--- src/rtl/scsi_seq_pkg.sv ---
// Shared types and constants for the SCSI byte-transfer sequencer.
package scsi_seq_pkg;

    typedef enum logic [1:0] {
        IDLE   = 2'd0,
        SETUP  = 2'd1,
        STROBE = 2'd2,
        HOLD   = 2'd3
    } state_t;

    typedef enum logic {
        ACC_CPU = 1'b0,
        ACC_DMA = 1'b1
    } acc_t;

    // Byte pointer value of the least significant byte of a big-endian word.
    localparam logic [1:0] BO_LAST = 2'b11;

endpackage

--- src/rtl/scsi_dreq_sync.sv ---
// Two-flop synchroniser for the asynchronous SCSI chip DMA request.
module scsi_dreq_sync (
    input  logic clk_i,
    input  logic rst_i,
    input  logic d_i,
    output logic q_o
);

    logic meta_q;
    logic sync_q;

    always_ff @(posedge clk_i or posedge rst_i) begin
        if (rst_i) begin
            meta_q <= 1'b0;
            sync_q <= 1'b0;
        end else begin
            meta_q <= d_i;
            sync_q <= meta_q;
        end
    end

    assign q_o = sync_q;

endmodule

--- src/rtl/scsi_xfer_sequencer.sv ---
// Shares the 8-bit SCSI chip port between CPU register accesses and DMA bytes,
// packing/unpacking big-endian FIFO words and generating strobes, DACK and selects.
module scsi_xfer_sequencer
    import scsi_seq_pkg::*;
#(
    parameter int unsigned STROBE_CYCLES = 2
) (
    input  logic       CLK,
    input  logic       RST,
    input  logic       CPUREQ,
    input  logic       CPURW,
    input  logic       DMAENA,
    input  logic       DMADIR,
    input  logic       DREQ,
    input  logic       FLUSH,
    input  logic       FIFO_EMPTY,
    input  logic       FIFO_FULL,
    output logic       CPUACK,
    output logic       F2S,
    output logic       S2F,
    output logic       CPU2S,
    output logic       S2CPU,
    output logic       LS2CPU,
    output logic       BO1,
    output logic       BO0,
    output logic       SCSI_RE,
    output logic       SCSI_WE,
    output logic       DACK,
    output logic       INCFIFO,
    output logic       INCNI,
    output logic [1:0] DBG_STATE
);

    localparam logic [2:0] CNT_LAST = 3'(STROBE_CYCLES - 1);

    typedef struct packed {
        logic cpuack;
        logic f2s;
        logic s2f;
        logic cpu2s;
        logic s2cpu;
        logic ls2cpu;
        logic scsi_re;
        logic scsi_we;
        logic dack;
        logic incfifo;
        logic incni;
    } outs_t;

    state_t     state_q, state_d;
    acc_t       acc_q, acc_d;
    logic       rw_q, rw_d;
    logic       dir_q, dir_d;
    logic [2:0] cnt_q, cnt_d;
    logic [1:0] bo_q, bo_d;
    logic       last_cpu_q, last_cpu_d;
    logic       flush_pend_q, flush_pend_d;
    outs_t      out_q, out_d;

    logic dreq_s;
    logic fifo_ok;
    logic dma_rdy;
    logic flush_now;
    logic flush_incni;
    logic is_sel, is_strobe, is_hold, is_cpu;

    scsi_dreq_sync u_dreq_sync (
        .clk_i (CLK),
        .rst_i (RST),
        .d_i   (DREQ),
        .q_o   (dreq_s)
    );

    // CPUREQ/CPUACK: CPUREQ is a level held until the one-cycle CPUACK pulse;
    // a request still high in the IDLE after CPUACK starts a new access.
    always_comb begin
        state_d      = state_q;
        acc_d        = acc_q;
        rw_d         = rw_q;
        dir_d        = dir_q;
        cnt_d        = cnt_q;
        bo_d         = bo_q;
        last_cpu_d   = last_cpu_q;
        flush_pend_d = flush_pend_q | FLUSH;
        flush_incni  = 1'b0;

        fifo_ok   = (bo_q != 2'b00) | (DMADIR ? ~FIFO_EMPTY : ~FIFO_FULL);
        dma_rdy   = DMAENA & dreq_s & fifo_ok;
        flush_now = FLUSH | flush_pend_q;

        case (state_q)
            IDLE: begin
                dir_d = DMADIR;
                // A flush owns its IDLE cycle so BO is never cleared under a granted byte.
                if (flush_now) begin
                    flush_pend_d = 1'b0;
                    bo_d         = 2'b00;
                    flush_incni  = ~DMADIR & (bo_q != 2'b00);
                end else if (CPUREQ && (!dma_rdy || !last_cpu_q)) begin
                    state_d    = SETUP;
                    acc_d      = ACC_CPU;
                    rw_d       = CPURW;
                    last_cpu_d = 1'b1;
                end else if (dma_rdy) begin
                    state_d    = SETUP;
                    acc_d      = ACC_DMA;
                    last_cpu_d = 1'b0;
                end
            end
            SETUP: begin
                state_d = STROBE;
                cnt_d   = 3'd0;
            end
            STROBE: begin
                if (cnt_q == CNT_LAST) begin
                    state_d = HOLD;
                end else begin
                    cnt_d = cnt_q + 3'd1;
                end
            end
            HOLD: begin
                state_d = IDLE;
                if (acc_q == ACC_DMA) begin
                    bo_d = bo_q + 2'd1;
                end
            end
            default: state_d = IDLE;
        endcase

        // Outputs are decoded from the next state so that they leave the flops
        // aligned with the state they belong to.
        is_sel    = (state_d != IDLE);
        is_strobe = (state_d == STROBE);
        is_hold   = (state_d == HOLD);
        is_cpu    = (acc_d == ACC_CPU);

        out_d.cpu2s   = is_sel & is_cpu & ~rw_d;
        out_d.s2cpu   = is_sel & is_cpu & rw_d;
        out_d.f2s     = is_sel & ~is_cpu & dir_d;
        out_d.s2f     = is_sel & ~is_cpu & ~dir_d;
        out_d.scsi_we = is_strobe & (is_cpu ? ~rw_d : dir_d);
        out_d.scsi_re = is_strobe & (is_cpu ? rw_d : ~dir_d);
        out_d.dack    = is_strobe & ~is_cpu;
        out_d.ls2cpu  = ~(is_strobe & is_cpu & rw_d & (cnt_d == CNT_LAST));
        out_d.cpuack  = is_hold & is_cpu;
        out_d.incfifo = is_hold & ~is_cpu & dir_d & (bo_q == BO_LAST);
        out_d.incni   = (is_hold & ~is_cpu & ~dir_d & (bo_q == BO_LAST)) | flush_incni;
    end

    always_ff @(posedge CLK or posedge RST) begin
        if (RST) begin
            state_q      <= IDLE;
            acc_q        <= ACC_CPU;
            rw_q         <= 1'b0;
            dir_q        <= 1'b0;
            cnt_q        <= 3'd0;
            bo_q         <= 2'b00;
            last_cpu_q   <= 1'b0;
            flush_pend_q <= 1'b0;
            out_q        <= '0;
            out_q.ls2cpu <= 1'b1;
        end else begin
            state_q      <= state_d;
            acc_q        <= acc_d;
            rw_q         <= rw_d;
            dir_q        <= dir_d;
            cnt_q        <= cnt_d;
            bo_q         <= bo_d;
            last_cpu_q   <= last_cpu_d;
            flush_pend_q <= flush_pend_d;
            out_q        <= out_d;
        end
    end

    assign CPUACK    = out_q.cpuack;
    assign F2S       = out_q.f2s;
    assign S2F       = out_q.s2f;
    assign CPU2S     = out_q.cpu2s;
    assign S2CPU     = out_q.s2cpu;
    assign LS2CPU    = out_q.ls2cpu;
    assign SCSI_RE   = out_q.scsi_re;
    assign SCSI_WE   = out_q.scsi_we;
    assign DACK      = out_q.dack;
    assign INCFIFO   = out_q.incfifo;
    assign INCNI     = out_q.incni;
    assign BO1       = bo_q[1];
    assign BO0       = bo_q[0];
    assign DBG_STATE = state_q;

endmodule

--- config.mk ---
export PLATFORM = sky130hd
export DESIGN_NAME = scsi_xfer_sequencer
export DESIGN_NICKNAME = d
export VERILOG_FILES = /design/src/rtl/scsi_seq_pkg.sv /design/src/rtl/scsi_dreq_sync.sv /design/src/rtl/scsi_xfer_sequencer.sv
export SDC_FILE = /design/constraint.sdc
export NUM_CORES = 1
export LEC_CHECK = 0
export BUFFER_PORTS_ARGS = -buffer_cell sky130_fd_sc_hd__buf_2
export CORE_MARGIN = 4
export CORE_UTILIZATION = 52
export CTS_BUF_LIST = sky130_fd_sc_hd__clkbuf_8 sky130_fd_sc_hd__clkbuf_16
export DETAILED_ROUTE_END_ITERATION = 12
export PLACE_DENSITY = 0.76
export SETUP_SLACK_MARGIN = 0.3
export SLEW_MARGIN = 20
export SYNTH_ARGS = -nofsm -noshare
export SYNTH_HDL_FRONTEND = slang
export SYNTH_HIERARCHICAL = 1
export SYNTH_SLANG_ARGS = --single-unit
--- constraint.sdc ---
create_clock -name CLK -period 2.9 [get_ports CLK]
set_input_delay 0.145 -clock CLK [delete_from_list [all_inputs] [get_ports CLK]]
set_output_delay 0.145 -clock CLK [all_outputs]
set_load 0.005 [all_outputs]
==> results of run 1 <==
## area by class of cell
class / instances / area, µm²
fill: 179 / 658
sequential: 25 / 627
multi-input combinational: 69 / 482
timing repair buffer: 26 / 140
inverter: 15 / 56.3
clock buffer: 3 / 41.3
tap: 27 / 33.8
clock inverter: 1 / 3.75
## layout by cell type, fill, tap and decap left out, types with 3 or more instances in the layout
| cell type | netlist | layout |
|---|---|---|
| nand2_1 | 8 | 8 |
| nand3_1 | 6 | 6 |
| buf_2 | 1 | 24 |
| o21ai_0 | 5 | 5 |
| clkbuf_8 | 0 | 3 |
| a21oi_1 | 6 | 6 |
| ha_1 | 7 | 7 |
| nor2_1 | 8 | 8 |
| nand2b_1 | 3 | 3 |
| o22ai_1 | 3 | 3 |
| inv_1 | 15 | 16 |
| mux2i_1 | 3 | 3 |
| dfrtp_1 | 24 | 24 |
## synthesized netlist by cell type
cell type	count
nand2b_1	3
and3b_1	1
buf_2	1
a211o_1	1
nand3_1	6
nor4bb_1	1
dfrtp_1	24
nor2_1	8
or4b_2	1
or3b_4	1
a211oi_1	1
nand4_1	1
a22o_1	2
or4b_1	1
a21oi_2	1
or3b_1	1
nand2_1	8
nor3_1	1
a311o_1	1
o21a_1	1
o22ai_1	3
a21oi_1	6
inv_1	15
o21ai_0	5
dfstp_2	1
ha_1	7
a21bo_1	1
mux2i_1	3
nor2b_1	1
mux2_4	1
o22ai_2	1
nor3b_1	1
## layer usage
| layer | part of all wire [%] | vias up | global-route usage [%] |
|---|---|---|---|
| met5 | 0 | - | 0 |
| met3 | 3.9 | 2 | 3.03 |
| met4 | 0.62 | 0 | 5.21 |
| li1 | - | 434 | - |
| met2 | 48 | 19 | 26.0 |
| met1 | 48 | 421 | 22.0 |
## worst paths after layout
check	slack, ps	to
min	150	flush_pend_q
max reg2reg	590	LS2CPU
min reg2reg	360	u_dreq_sync/q_o
max	590	LS2CPU
max in group asynchronous	1780	INCNI
min in group asynchronous	280	u_dreq_sync/q_o
## worst min-delay path, stage by stage
cell	delay (ps)
buf_2	90
nor2_1	50
nor2_1	80
## cell families (layout without fill, tap and decap cells)
kind of cell,after synthesis,in the layout
AND/OR/NAND/NOR,35,35
adder cells (fa/ha/maj),7,7
multiplexers,4,4
buffers and inverters,16,45
flip-flops,25,25
AO/OA/AOI/OAI,23,23
## through the flow
stage	hold slack (ps)	total power (W)	instance area [µm²]	worst slack [ps]	cells
floorplan	-114	0.000888	1170	749	110
global placement	4.05	0.00103	1320	704	160
detailed placement	11.1	0.00104	1320	615	160
CTS	146	0.00124	1380	594	166
global route	189	0.00135	1380	420	166
finish	147	0.00124	1380	591	166
## power by group through the flow
| stage | clock, W | sequential (W) | combinational [W] |
|---|---|---|---|
| final | 0.000194 | 0.000507 | 0.000537 |
| after global routing | 0.000217 | 0.000517 | 0.000621 |
| after CTS | 0.000196 | 0.000507 | 0.000540 |
| after detailed placement | 0 | 0.000511 | 0.000530 |
| after global placement | 0 | 0.000508 | 0.000519 |
| after floorplan | 0 | 0.000509 | 0.000380 |
## repair_timing
item | CTS | global route
resized for setup | 0 | 0
hold buffers | 2 | 0
hold endpoints to repair | 3 | 0
==> reports/results.txt, run 1 <==
Clock Latency Late Sink: 260 ps
Clock Path Buffers: 2
Reg2reg path depth: 7
Total track usage: 16.2%
DR vias: 876
Comb power frac: 43.4%
Pleak: 0.734 nW
Worst hold start: FLUSH
Largest net degree at the start of global routing: 24
Area Overhead vs Synth: 18.3%
Crit path DAT: 2490 ps
Seq pwr share: 41.0%
WP data required: 3080 ps
Compound-Gate Fraction of Synth Area: 13.4%
Synth Instances: 110
Max rail drop VDD: 542 µV
Layout cells sized above 1: 23.7%
Achievable Freq: 0.433 GHz
Hold path cells: 3
Total grt overflow: 0
Slew HR: 44.5%
Synth top area share: 51.3%
Cell depth of the worst setup path: 7
Core Region: 2040 µm²
Clk slew on worst S/H paths: 80 ps
YS warnings: 6
Biggest register: cnt_q
Crit-path cells: inv_1 > ha_1 > or3b_1 > a211oi_1 > o22ai_2 > a21bo_1 > or4b_1
CTS Root Cell: clkbuf_8
Core Util, Final: 67.8%
Critical R2R Launch: DBG_STATE[0]
Crit path buffers/inverters: 1
DRT Pass-1 Iters: 4
Row cnt: 16
Final min period: 2310 ps
Yosys cell types: 32
Final setup vio count: 0
Final #Nets: 157
Max cap viols: 0
HP Class: primary input to flip-flop
H-Tree Depth: 1
Cell at the slowest stage of the critical path: or4b_1
Max reg flops: 3
Post-synthesis adder-cell area fraction: 7.49%
Slew @ Worst Pin: 831 ps
Diode count: 0
Post-DP HPWL: 1730 µm
Via-per-instance ratio: 5.28
Final period utilization: 79.6%
WL/cell: 13.7 µm
Worst path top cell family by delay: simple AND/OR/NAND/NOR gates
Initial antenna violation count: 0
Post-synthesis sequential area ratio: 53.6%
Sw Share: 38.2%
Die ar.: 3070 µm²
Pwr/cell area: 895 nW/µm²
Die H: 55.4 µm
Initial Util: 57.3%
Final hold viol count: 0
CTS sink count: 25
Yosys top cell by area: dfrtp_1
FF+latch count, synth: 25
Slowest stage delay, CP: 510 ps
Synthesized net count: 127
Largest family of logic cells by synthesized area: simple AND/OR/NAND/NOR gates
Setup TNS: 0 ps
Buffers on Ports: 24
Critical path capture point type: flip-flop
CP startpoint kind: flip-flop
Number of buffers created by CTS: 3
Mux cell area share after synthesis: 3.85%
Clock power share: 15.6%
RePlAce Congestion: 0.856
Max-slew violations: 0
DR iter-0 viols: 26
Critical path peak fanout: 9
CP Launch Point: DBG_STATE[0]
Mapped Area: 1170 µm²
Internal power: 0.000765 W
Layout Skew: 4.02 ps
Switching pwr: 0.000473 W
Total I/O pin count: 25
Post-synthesis xor/xnor area fraction: 0%
Post-Synth Simple-Gate Area: 16.5%
Status: finished clean
Final ANT Viol Nets: 0
Synth area leaders: dfrtp_1 51%, ha_1 7.5%, inv_1 4.8%, a21oi_1 2.6%, mux2i_1 2.6%
# DRC: 0
Post-CTS Setup Bufs: 0
Die X: 55.4 µm
Syn_area_per_cell: 10.6 µm²
First-pass GRT wire length: 4040 µm
Crit path kind: flip-flop to flip-flop
CTS tree: done
RSZ-0062 raised after global routing: no
Final WL: 2270 µm
Number of global-route vias before repair: 917
Power figures use the tool's default switching activity.
==> run 2, diff against run 1 <==
clock period = 2.28 ns   (was 2.9 ns; I/O delays follow)
==> run 2 against run 1 <==
Effect of this change: via count is 8.8% higher; hold slack lost 27 ps; clock-buffer cell count stayed put; maximum frequency increased by 15%; register-to-register slack lost 320 ps; clock skew fell by 1.5 ps; sequential cell count stayed put; critical endpoint unchanged.
==> reports/results.txt, run 2 (same netlist as run 1, synthesis figures left out) <==
WL/cell: 15.1 µm (was 13.7 µm)
Pwr/cell area: 1200 nW/µm² (was 895 nW/µm²)
Slew HR: 44.3% (was 44.5%)
Crit-path cells: inv_1 > ha_4 > a21oi_2 > or3b_4 > a21bo_1 > or4b_1 (was inv_1 > ha_1 > or3b_1 > a211oi_1 > o22ai_2 > a21bo_1 > or4b_1)
Final ANT Viol Nets: 0 (unchanged)
Seq pwr share: 35.8% (was 41.0%)
Crit path kind: flip-flop to flip-flop (unchanged)
Area Overhead vs Synth: 26.8% (was 18.3%)
Clock power share: 14.3% (was 15.6%)
DRT Pass-1 Iters: 4 (unchanged)
Post-DP HPWL: 1820 µm (was 1730 µm)
Die ar.: 3070 µm² (unchanged)
Clock Latency Late Sink: 270 ps (was 260 ps)
Number of buffers created by CTS: 3 (unchanged)
# DRC: 0 (unchanged)
Critical R2R Launch: bo_q[1] (was DBG_STATE[0])
Initial Util: 57.3% (unchanged)
RR Endpoint: LS2CPU (unchanged)
Core Region: 2040 µm² (unchanged)
Max rail drop VDD: 815 µV (was 542 µV)
Internal power: 0.00110 W (was 0.000765 W)
Fill count: 156 (was 179)
Slew @ Worst Pin: 835 ps (was 831 ps)
CTS Root Cell: clkbuf_8 (unchanged)
RePlAce Congestion: 0.829 (was 0.856)
Comb power frac: 49.9% (was 43.4%)
Row cnt: 16 (unchanged)
Via-per-instance ratio: 5.51 (was 5.28)
Switching pwr: 0.000686 W (was 0.000473 W)
Status: finished clean (unchanged)
Initial antenna violation count: 0 (unchanged)
First-pass GRT wire length: 4330 µm (was 4040 µm)
Max cap viols: 0 (unchanged)
RSZ-0062 raised after global routing: yes (was no)
Total track usage: 17.7% (was 16.2%)
Final period utilization: 88.0% (was 79.6%)
Reg area: 627 µm² (unchanged)
Sw Share: 38.5% (was 38.2%)
Clock Path Buffers: 2 (unchanged)
Achievable Freq: 0.498 GHz (was 0.433 GHz)
Layout Skew: 2.52 ps (was 4.02 ps)
Area occupied by multi-input gates: 529 µm² (was 482 µm²)
Final WL: 2610 µm (was 2270 µm)
Number of global-route vias before repair: 975 (was 917)
Design Power: 0.00178 W (was 0.00124 W)
Critical path capture point type: flip-flop (unchanged)
Hold path cells: 3 (unchanged)
DR iter-0 viols: 22 (was 26)
HP Class: primary input to flip-flop (unchanged)
CTS tree: done (unchanged)
H-Tree Depth: 1 (unchanged)
Largest net degree at the start of global routing: 24 (unchanged)
Biggest register: cnt_q (unchanged)
Diode count: 0 (unchanged)
Critical path peak fanout: 4 (was 9)
Final min period: 2010 ps (was 2310 ps)
Reg2Reg Setup Slack: 270 ps (was 590 ps)
Reg2reg path depth: 6 (was 7)
Pleak: 0.778 nW (was 0.734 nW)
Hold endpoint: flush_pend_q (unchanged)
Place WS: 118 ps (was 615 ps)
Worst hold start: FLUSH (unchanged)
Slowest stage delay, CP: 480 ps (was 510 ps)
Layout cells sized above 1: 33.6% (was 23.7%)
Buffers on Ports: 24 (unchanged)
Clk slew on worst S/H paths: 80 ps (about the same)
CTS sink count: 25 (unchanged)
Total I/O pin count: 25 (unchanged)
Setup TNS: 0 ps (unchanged)
CP startpoint kind: flip-flop (unchanged)
Final #Nets: 164 (was 157)
Crit path DAT: 2190 ps (was 2490 ps)
Die X: 55.4 µm (unchanged)
DR vias: 953 (was 876)
WP data required: 2460 ps (was 3080 ps)
Die H: 55.4 µm (unchanged)
Commonest cells after routing, fill and taps aside: 24 x dfrtp_1, 24 x buf_2, 14 x inv_1 (was 24 x dfrtp_1, 24 x buf_2, 16 x inv_1)
Final setup margin: 274 ps (was 591 ps)
Final setup vio count: 0 (unchanged)
Cell at the slowest stage of the critical path: or4b_1 (unchanged)
Total grt overflow: 0 (unchanged)
Max-slew violations: 0 (unchanged)
Max reg flops: 3 (unchanged)
Final hold viol count: 0 (unchanged)
run 2: cell types whose count changed in the layout (fill, tap and decap cells not counted), moves of 2 or more:
cell	before	now
ha_1	7	5
ha_4	0	2
buf_4	0	7
inv_1	16	14
inv_2	0	2
run 2: worst max path at each step:
stage	cells after the start	slack [ps]	startpoint	endpoint
after global placement	7	180	DBG_STATE[1]	LS2CPU
after CTS	6	300	bo_q[1]	LS2CPU
after global routing	6	180	bo_q[1]	LS2CPU
final	6	270	bo_q[1]	LS2CPU
after floorplan	8	200	DBG_STATE[1]	LS2CPU
after detailed placement	7	120	DBG_STATE[1]	LS2CPU
run 2: power by group through the flow:
stage / sequential [W] / combinational, W / clock (W)
after floorplan: 0.000648 / 0.000513 / 0
after global placement: 0.000643 / 0.000676 / 0
after detailed placement: 0.000649 / 0.000706 / 0
after CTS: 0.000634 / 0.000832 / 0.000261
after global routing: 0.000653 / 0.000989 / 0.000280
final: 0.000639 / 0.000889 / 0.000255
run 2: what timing repair did:
action                                  4_1_cts  5_1_grt
setup buffers                                 5        2
pin swaps                                     2        1
endpoints found under the setup margin        6        7
endpoints found under the hold margin         3        0
resized for setup                             7        3
hold buffers                                  2        0
run 2: layer usage:
metal | wire, µm | global-route usage [%] | up-vias
met5 | 0 | 0 | -
met4 | 49 | 6.25 | 0
met3 | 123 | 3.96 | 7
met2 | 1380 | 32.9 | 31
met1 | 1060 | 19.5 | 467
li1 | - | - | 448
run 2: through the flow:
stage          cell area, µm²  instances  hold slack, ps  util, %
2_1_floorplan            1190        110            -145        -
3_3_place_gp             1330        160           -27.7     65.1
3_5_place_dp             1330        160           -22.0     65.1
4_1_cts                  1460        171             113     71.7
5_1_grt                  1480        173             125     72.7
6_report                 1480        173             120     72.7
run 2: area by class of cell:
type,count,area share (%)
tap,27,2.28
inverter,15,3.79
multi-input combinational,69,35.7
clock buffer,3,2.78
sequential,25,42.2
timing repair buffer,33,13.0
clock inverter,1,0.253
run 2: critical path, delay by kind of cell (launching register included):
kind / cells / cell delay (ps)
DFF: 1 / 430
adders and majority gates: 1 / 180
and+or+nand+nor: 2 / 890
buffers and inverters: 1 / 140
AOI/OAI and AO/OA: 2 / 280
